<file path="config.mk">
export PLATFORM = sky130hd
export DESIGN_NAME = pipeline_ctrl_flat
export DESIGN_NICKNAME = d
export VERILOG_FILES = /design/src/rtl/pipeline_ctrl_if.sv /design/src/rtl/pipeline_ctrl.sv /design/src/flat_wrapper.sv
export SDC_FILE = /design/constraint.sdc
export NUM_CORES = 1
export LEC_CHECK = 0
export ABC_AREA = 1
export CAP_MARGIN = 20
export CORE_MARGIN = 5
export CORE_UTILIZATION = 40
export DETAILED_ROUTE_END_ITERATION = 6
export DONT_BUFFER_PORTS = 1
export MAX_ROUTING_LAYER = met4
export PLACE_DENSITY = 0.53
export SLEW_MARGIN = 20
export SYNTH_ARGS = -nofsm -noshare
export SYNTH_HDL_FRONTEND = slang
export SYNTH_SLANG_ARGS = --single-unit
</file>
<file path="constraint.sdc">
create_clock -name clk -period 1.6 [get_ports clk]
set_input_delay 0.4 -clock clk [delete_from_list [all_inputs] [get_ports clk]]
set_output_delay 0.4 -clock clk [all_outputs]
set_load 0.01 [all_outputs]
</file>
<file path="src/rtl/pipeline_ctrl_if.sv">
// Pipeline spine bus: fetch input, stall/kill requests, per-slot state and retire port.
// Perf counter signals exist only when PIPE_PERF_CNT_EN is defined.
interface pipeline_ctrl_if #(
   parameter int NUM_STAGES = 5,
   parameter int DATA_W     = 64,
   parameter int KILL_W     = $clog2(NUM_STAGES)
`ifdef PIPE_PERF_CNT_EN
   ,
   parameter int CNT_W      = 32
`endif
);
   logic                           in_valid;
   logic [DATA_W-1:0]              in_data;
   logic                           in_ready;
   logic [NUM_STAGES-1:0]          stall_req;
   logic                           kill;
   logic [KILL_W-1:0]              kill_stage;
   logic [NUM_STAGES-1:0]          stage_valid;
   logic [NUM_STAGES*DATA_W-1:0]   stage_data;
   logic [NUM_STAGES-1:0]          stall_eff;
   logic                           out_valid;
   logic [DATA_W-1:0]              out_data;
`ifdef PIPE_PERF_CNT_EN
   logic [CNT_W-1:0]               perf_stall_cycles;
   logic [CNT_W-1:0]               perf_kills;
   logic [CNT_W-1:0]               perf_retired;
`endif

   modport master (
      output in_valid, in_data, stall_req, kill, kill_stage,
      input  in_ready, stage_valid, stage_data, stall_eff, out_valid, out_data
`ifdef PIPE_PERF_CNT_EN
      ,
      input  perf_stall_cycles, perf_kills, perf_retired
`endif
   );

   modport slave (
      input  in_valid, in_data, stall_req, kill, kill_stage,
      output in_ready, stage_valid, stage_data, stall_eff, out_valid, out_data
`ifdef PIPE_PERF_CNT_EN
      ,
      output perf_stall_cycles, perf_kills, perf_retired
`endif
   );
endinterface

</file>
<file path="src/rtl/pipeline_ctrl.sv">
// In-order pipeline spine: per-slot valid/payload with stall propagation, bubbles and kill.
// Define PIPE_PERF_CNT_EN to add stall/kill/retire performance counters.
module pipeline_ctrl #(
   parameter int NUM_STAGES = 5,
   parameter int DATA_W     = 64,
   parameter int KILL_W     = $clog2(NUM_STAGES)
`ifdef PIPE_PERF_CNT_EN
   ,
   parameter int CNT_W      = 32
`endif
) (
   input logic            clk,
   input logic            rst,
   pipeline_ctrl_if.slave bus
);
   logic [NUM_STAGES-1:0]             valid_q, valid_d;
   logic [NUM_STAGES-1:0][DATA_W-1:0] data_q, data_d;
   logic [NUM_STAGES-1:0][DATA_W-1:0] prev_d;
   logic [NUM_STAGES-1:0]             prev_v;
   logic [NUM_STAGES-1:0]             stall_eff;
   logic [NUM_STAGES-1:0]             prev_stall;
   logic                              acc;
   int                                kidx;
   logic                              retire;

   // A stall at stage i holds every younger (lower-index) stage.
   always_comb begin
      acc       = 1'b0;
      stall_eff = '0;
      for (int i = NUM_STAGES-1; i >= 0; i--) begin
         acc          = acc | bus.stall_req[i];
         stall_eff[i] = acc;
      end
   end

   always_comb begin
      kidx = int'(bus.kill_stage);
      if (kidx >= NUM_STAGES) kidx = NUM_STAGES-1;
   end

   always_comb begin
      prev_v     = {valid_q[NUM_STAGES-2:0], bus.in_valid};
      prev_d     = {data_q[NUM_STAGES-2:0], bus.in_data};
      prev_stall = {stall_eff[NUM_STAGES-2:0], 1'b0};
      valid_d    = valid_q;
      data_d     = data_q;
      for (int i = 0; i < NUM_STAGES; i++) begin
         if (bus.kill && i < kidx) begin
            valid_d[i] = 1'b0;
         end else if (bus.kill && i == kidx && !stall_eff[i]) begin
            valid_d[i] = 1'b0;
         end else if (!stall_eff[i]) begin
            if (prev_stall[i]) begin
               valid_d[i] = 1'b0;
            end else begin
               valid_d[i] = prev_v[i];
               data_d[i]  = prev_d[i];
            end
         end
      end
   end

   always_ff @(posedge clk) begin
      if (rst) begin
         valid_q <= '0;
         data_q  <= '0;
      end else begin
         valid_q <= valid_d;
         data_q  <= data_d;
      end
   end

   assign retire          = valid_q[NUM_STAGES-1] & ~stall_eff[NUM_STAGES-1];
   assign bus.in_ready    = ~stall_eff[0];
   assign bus.stall_eff   = stall_eff;
   assign bus.stage_valid = valid_q;
   assign bus.stage_data  = data_q;
   assign bus.out_valid   = valid_q[NUM_STAGES-1];
   assign bus.out_data    = data_q[NUM_STAGES-1];

`ifdef PIPE_PERF_CNT_EN
   logic [CNT_W-1:0] stall_cnt_q, kill_cnt_q, ret_cnt_q;

   always_ff @(posedge clk) begin
      if (rst) begin
         stall_cnt_q <= '0;
         kill_cnt_q  <= '0;
         ret_cnt_q   <= '0;
      end else begin
         if (stall_eff[0])              stall_cnt_q <= stall_cnt_q + 1'b1;
         if (bus.kill && valid_q[kidx]) kill_cnt_q  <= kill_cnt_q + 1'b1;
         if (retire)                    ret_cnt_q   <= ret_cnt_q + 1'b1;
      end
   end

   assign bus.perf_stall_cycles = stall_cnt_q;
   assign bus.perf_kills        = kill_cnt_q;
   assign bus.perf_retired      = ret_cnt_q;
`else
   logic unused_retire;
   assign unused_retire = retire;
`endif
endmodule
</file>
<file path="src/flat_wrapper.sv">
// flat-port wrapper written by rule: the top's interface ports become plain ports
module pipeline_ctrl_flat 
#(
   parameter int NUM_STAGES = 5,
   parameter int DATA_W     = 64,
   parameter int KILL_W     = $clog2(NUM_STAGES)

)
  (clk, rst, bus_in_valid, bus_in_data, bus_stall_req, bus_kill, bus_kill_stage, bus_in_ready, bus_stage_valid, bus_stage_data, bus_stall_eff, bus_out_valid, bus_out_data);
  pipeline_ctrl_if #(.NUM_STAGES(NUM_STAGES), .DATA_W(DATA_W), .KILL_W(KILL_W)) bus_i ();
  input logic clk;
  input logic rst;
  input wire logic [$bits(bus_i.in_valid)-1:0] bus_in_valid;
  input wire logic [$bits(bus_i.in_data)-1:0] bus_in_data;
  input wire logic [$bits(bus_i.stall_req)-1:0] bus_stall_req;
  input wire logic [$bits(bus_i.kill)-1:0] bus_kill;
  input wire logic [$bits(bus_i.kill_stage)-1:0] bus_kill_stage;
  output wire logic [$bits(bus_i.in_ready)-1:0] bus_in_ready;
  output wire logic [$bits(bus_i.stage_valid)-1:0] bus_stage_valid;
  output wire logic [$bits(bus_i.stage_data)-1:0] bus_stage_data;
  output wire logic [$bits(bus_i.stall_eff)-1:0] bus_stall_eff;
  output wire logic [$bits(bus_i.out_valid)-1:0] bus_out_valid;
  output wire logic [$bits(bus_i.out_data)-1:0] bus_out_data;
  assign bus_i.in_valid = bus_in_valid;
  assign bus_i.in_data = bus_in_data;
  assign bus_i.stall_req = bus_stall_req;
  assign bus_i.kill = bus_kill;
  assign bus_i.kill_stage = bus_kill_stage;
  assign bus_in_ready = bus_i.in_ready;
  assign bus_stage_valid = bus_i.stage_valid;
  assign bus_stage_data = bus_i.stage_data;
  assign bus_stall_eff = bus_i.stall_eff;
  assign bus_out_valid = bus_i.out_valid;
  assign bus_out_data = bus_i.out_data;
  pipeline_ctrl #(.NUM_STAGES(NUM_STAGES), .DATA_W(DATA_W), .KILL_W(KILL_W)) u_core (.clk(clk), .rst(rst), .bus(bus_i));
endmodule
</file>
==> results of run 1 <==
## stage by stage
| step | std cells | setup slack [ns] | cell area, sq um |
|---|---|---|---|
| after global placement | 2181 | -0.179 | 13700 |
| after detailed placement | 2181 | -0.229 | 13700 |
| after global routing | 2256 | 0.0307 | 15100 |
| after floorplan | 1860 | 0.157 | 13500 |
| after CTS | 2251 | 0.0217 | 15100 |
## layer usage
metal / GRT usage
met1: 0.301
met2: 0.322
met3: 0.0648
met4: 0.0604
met5: -
## what timing repair did
action                                 in CTS  in global routing
setup buffers                               1                  4
endpoints found under the hold margin       1                  0
setup endpoints to repair                   1                  1
hold buffers                                1                  0
## kinds of logic after synthesis
group | Yosys count | share of synthesized area
simple gates | 1063 | 0.339
buf+inv | 339 | 0.130
flops | 325 | 0.481
compound gates | 133 | 0.0494
==> flow_summary.json, run 1 <==
{
  "yosysSeqAreaShare": 0.481,
  "synthArstFlopShare": 0,
  "yosysMostFrequentCell": "nor2_1",
  "clock-root-buffer": "clkbuf_16",
  "ys_ff_latch": 325,
  "yosysTopAreaCellShare": 0.481,
  "die_y_um": 194,
  "port_buffers": 0,
  "outcome": "aborted with a tool error",
  "pin_count": 472,
  "h-tree-depth": 2,
  "error_line": "[ERROR DRT-0255] Maze Route cannot find path of net bus_out_data[33] in worker of routeBox ( 144900 0 ) ( 193840 48300 ).",
  "synth_flop_cell": "dfxtp_1",
  "hpwl_um": 31000,
  "grt_pass1_vias": 10100,
  "worst-ep-kind": "output port",
  "cts_sinks": 325,
  "grtUsageTotal": 0.221,
  "crit_endpoint": "bus_in_ready",
  "syn_inst": 1860,
  "synth_nets": 1936,
  "yosysTopAreaCell": "dfxtp_1",
  "synth_edf_count": 0,
  "num_rows": 67,
  "haltStage": "detailed routing",
  "place_congestion": 0.855,
  "avgSynthCellArea_sq_um": 7.27,
  "cts-buffers-inserted": 37,
  "synth_cell_type_count": 26,
  "ys_warn_count": 0,
  "post_cts_resized": 0,
  "synth_area_sq_um": 13500,
  "yosys-top-cells-count": "583 x nor2_1, 325 x dfxtp_1, 209 x nand2_1",
  "synth_area_leaders": "dfxtp_1 48%, nor2_1 16%, nand2_1 5.8%, nand3_1 4.8%, o21ai_0 4.4%",
  "cts.path.max_buffers": 3,
  "grt_pass1_wl_um": 65000,
  "gr-total-overflow": 0,
  "grt_max_degree": 72,
  "antenna_found_initial": 1,
  "start_util": 0.404,
  "die_x_um": 194
}
==> inputs of run 2 (changes only) <==
CORE_UTILIZATION = 25   (was 40)
MAX_ROUTING_LAYER = default   (was met4)
PLACE_DENSITY = default   (was 0.53)
PLACE_DENSITY_LB_ADDON = 0.15   (was default)
==> run 2 against run 1 <==
Effect of this change: the run now ends clean; synthesized cell count is the same; area after synthesis unchanged; global-route usage decreased by 6.3 points.
==> flow_summary.json, run 2 <==
{
  "outcome": "completed",
  "yosys.area_share.adder": 0,
  "synth_nets": 1936,
  "power_w": 0.0192,
  "path_clk_slew_ns": 0.06,
  "synth_cell_type_count": 26,
  "syn_inst": 1860,
  "max_stage_delay_ns": 0.23,
  "cp-end-kind": "primary output",
  "cts.path.max_buffers": 3,
  "maxSlewViolCount": 0,
  "whs_ns": 0.0705,
  "hold_viol": 0,
  "critPathKind": "in2out",
  "start_kind": "primary input",
  "synthArstFlopShare": 0,
  "synth_compound_area_frac": 0.0494,
  "irDropWorstVdd_v": 0.000622,
  "synth_flop_cell": "dfxtp_1",
  "drtPass1Iterations": 5,
  "r2r-end": "u_core.bus.stage_valid[4]$_SDFFE_PP0N_",
  "fmax_mhz": 657,
  "h-tree-depth": 2,
  "synth_area_leaders": "dfxtp_1 48%, nor2_1 16%, nand2_1 5.8%, nand3_1 4.8%, o21ai_0 4.4%",
  "fin_crit_sh": 0.951,
  "path_cells": "nor2_4 > buf_4 > nand2_2 > buf_4",
  "die_y_um": 243,
  "grt_pass1_vias": 10200,
  "fin_skew_ns": 0.0134,
  "hp-start": "bus_in_data[6]",
  "drive_above_1_share": 0.0861,
  "ys_ff_latch": 325,
  "avgSynthCellArea_sq_um": 7.27,
  "largest_register_ffs": 256,
  "cp-startpoint": "bus_stall_req[3]",
  "hold_class": "in2reg",
  "synth_edf_count": 0,
  "synth_xor_area_frac": 0,
  "vias_per_cell": 4.33,
  "die_x_um": 243,
  "rrSetupSlack_ns": 0.21,
  "syn_to_final_growth_pct": 14.3,
  "num_rows": 85,
  "yosysMostFrequentCell": "nor2_1",
  "cap_viol_max_count": 0,
  "cp_common_cell": "buf_4",
  "drt-total-wl_um": 48400,
  "start_util": 0.252,
  "pin_count": 472,
  "yosys-top-cells-count": "583 x nor2_1, 325 x dfxtp_1, 209 x nand2_1",
  "place_congestion": 0.791,
  "grtUsageTotal": 0.158,
  "cts_sinks": 325,
  "holdPathStages": 4,
  "yosysSeqAreaShare": 0.481,
  "clock-root-buffer": "clkbuf_16",
  "post_cts_resized": 0,
  "grt_max_degree": 67,
  "synth_top_family_by_area": "simple AND/OR/NAND/NOR gates",
  "cp_data_required_time_ns": 1.20,
  "most-common-layout-cells": "583 x nor2_1, 325 x dfxtp_1, 207 x nand2_1",
  "synth_area_sq_um": 13500,
  "cpMaxStageDelayCell": "nor2_4",
  "dieArea_sq_um": 58800,
  "reg2reg_depth": 3,
  "hpwl_um": 36100,
  "vias": 10900,
  "port_buffers": 0,
  "worstPathMaxFanout": 4,
  "crit_arrival_ns": 1.12,
  "yosys-mux-area-fraction": 0,
  "setup_viol": 0,
  "power_density_nw_per_um2": 1240,
  "relSlewSlack": 0.439,
  "gr-total-overflow": 0,
  "worstReg2RegStart": "u_core.bus.stage_valid[4]$_SDFFE_PP0N_",
  "tightest_slew_ns": 0.840,
  "synthSimpleGateAreaFrac": 0.339,
  "grt_pass1_wl_um": 71900,
  "core_area_sq_um": 53700,
  "layout_min_cycle_time_ns": 1.52,
  "power.leakage_nw": 6.33,
  "ys_warn_count": 0,
  "antenna_found_initial": 1,
  "final_common_cell": "nor2_1",
  "clkLatencyLatePin_ns": 0.55,
  "tritoncts": "done",
  "crit_path_end": "bus_stall_eff[2]",
  "rsz0062_at_grt": "false",
  "yosysTopAreaCellShare": 0.481,
  "postRouteAntennaNets": 0,
  "drc_errors": 0,
  "final_nets": 1860,
  "yosysTopAreaCell": "dfxtp_1",
  "wire_per_inst_um": 19.3,
  "drt_iter0_drc": 476,
  "cts-buffers-inserted": 39
}
run 2: final cells by class:
cell class | instances | area (sq um)
fillers | 5936 | 38300
flip-flops and latches | 325 | 6510
multi-input cells | 1196 | 5260
clock buffers | 54 | 1130
repair buffers | 78 | 941
well taps | 696 | 871
inverters | 144 | 548
clock inverters | 15 | 189
diodes | 1 | 2.50
run 2: cell families (layout without fill, tap and decap cells):
| kind of cell | after synthesis | after routing |
|---|---|---|
| simple gates | 1063 | 1063 |
| buf+inv | 339 | 291 |
| flops | 325 | 325 |
| compound gates | 133 | 133 |
| other cells | 0 | 1 |
run 2: where the power goes:
group / internal [W] / total, W / switching, W
combinational: 0.000442 / 0.00119 / 0.000744
sequential: 0.00835 / 0.00884 / 0.000485
clock: 0.00559 / 0.00919 / 0.00360
run 2: per-layer routing:
metal	wire length [um]	GRT usage	vias to the layer above
met5	0	0	-
met3	3910	0.0560	63
met2	20100	0.230	347
met4	1180	0.0431	0
met1	23200	0.221	4857
li1	-	-	5589
run 2: critical path, delay by kind of cell:
kind	cells	cell delay, ns
buf+inv	2	0.37
simple gates	2	0.34
run 2: worst min path at each step:
stage                                        endpoint  slack (ns)
2_1_floorplan  u_core.bus.stage_valid[4]$_SDFFE_PP0N_        0.47
3_3_place_gp   u_core.bus.stage_valid[4]$_SDFFE_PP0N_        0.48
3_5_place_dp   u_core.bus.stage_valid[4]$_SDFFE_PP0N_        0.48
4_1_cts        u_core.bus.stage_data[15]$_SDFFE_PP0P_        0.04
5_1_grt        u_core.bus.stage_data[15]$_SDFFE_PP0P_        0.05
6_report        u_core.bus.stage_data[6]$_SDFFE_PP0P_        0.07
run 2: repair_timing:
action | CTS | global route
buffers inserted | 2 | 0
hold endpoints to repair | 1 | 0
hold buffers | 2 | 0
endpoints found under the setup margin | 2 | 0
run 2: stage by stage:
step | worst slack (ns) | TNS (ns) | instances | cell area (sq um) | utilization
floorplan | 0.157 | 0 | 1860 | 13500 | -
global route | 0.0221 | 0 | 2508 | 15400 | 0.288
detailed placement | -0.236 | -29.74 | 2435 | 14100 | 0.262
CTS | 0.0498 | 0 | 2508 | 15400 | 0.288
global placement | -0.196 | -25.75 | 2435 | 14100 | 0.262
finish | 0.0791 | 0 | 2509 | 15500 | 0.288
No activity file was read; power rests on OpenSTA's default activity.
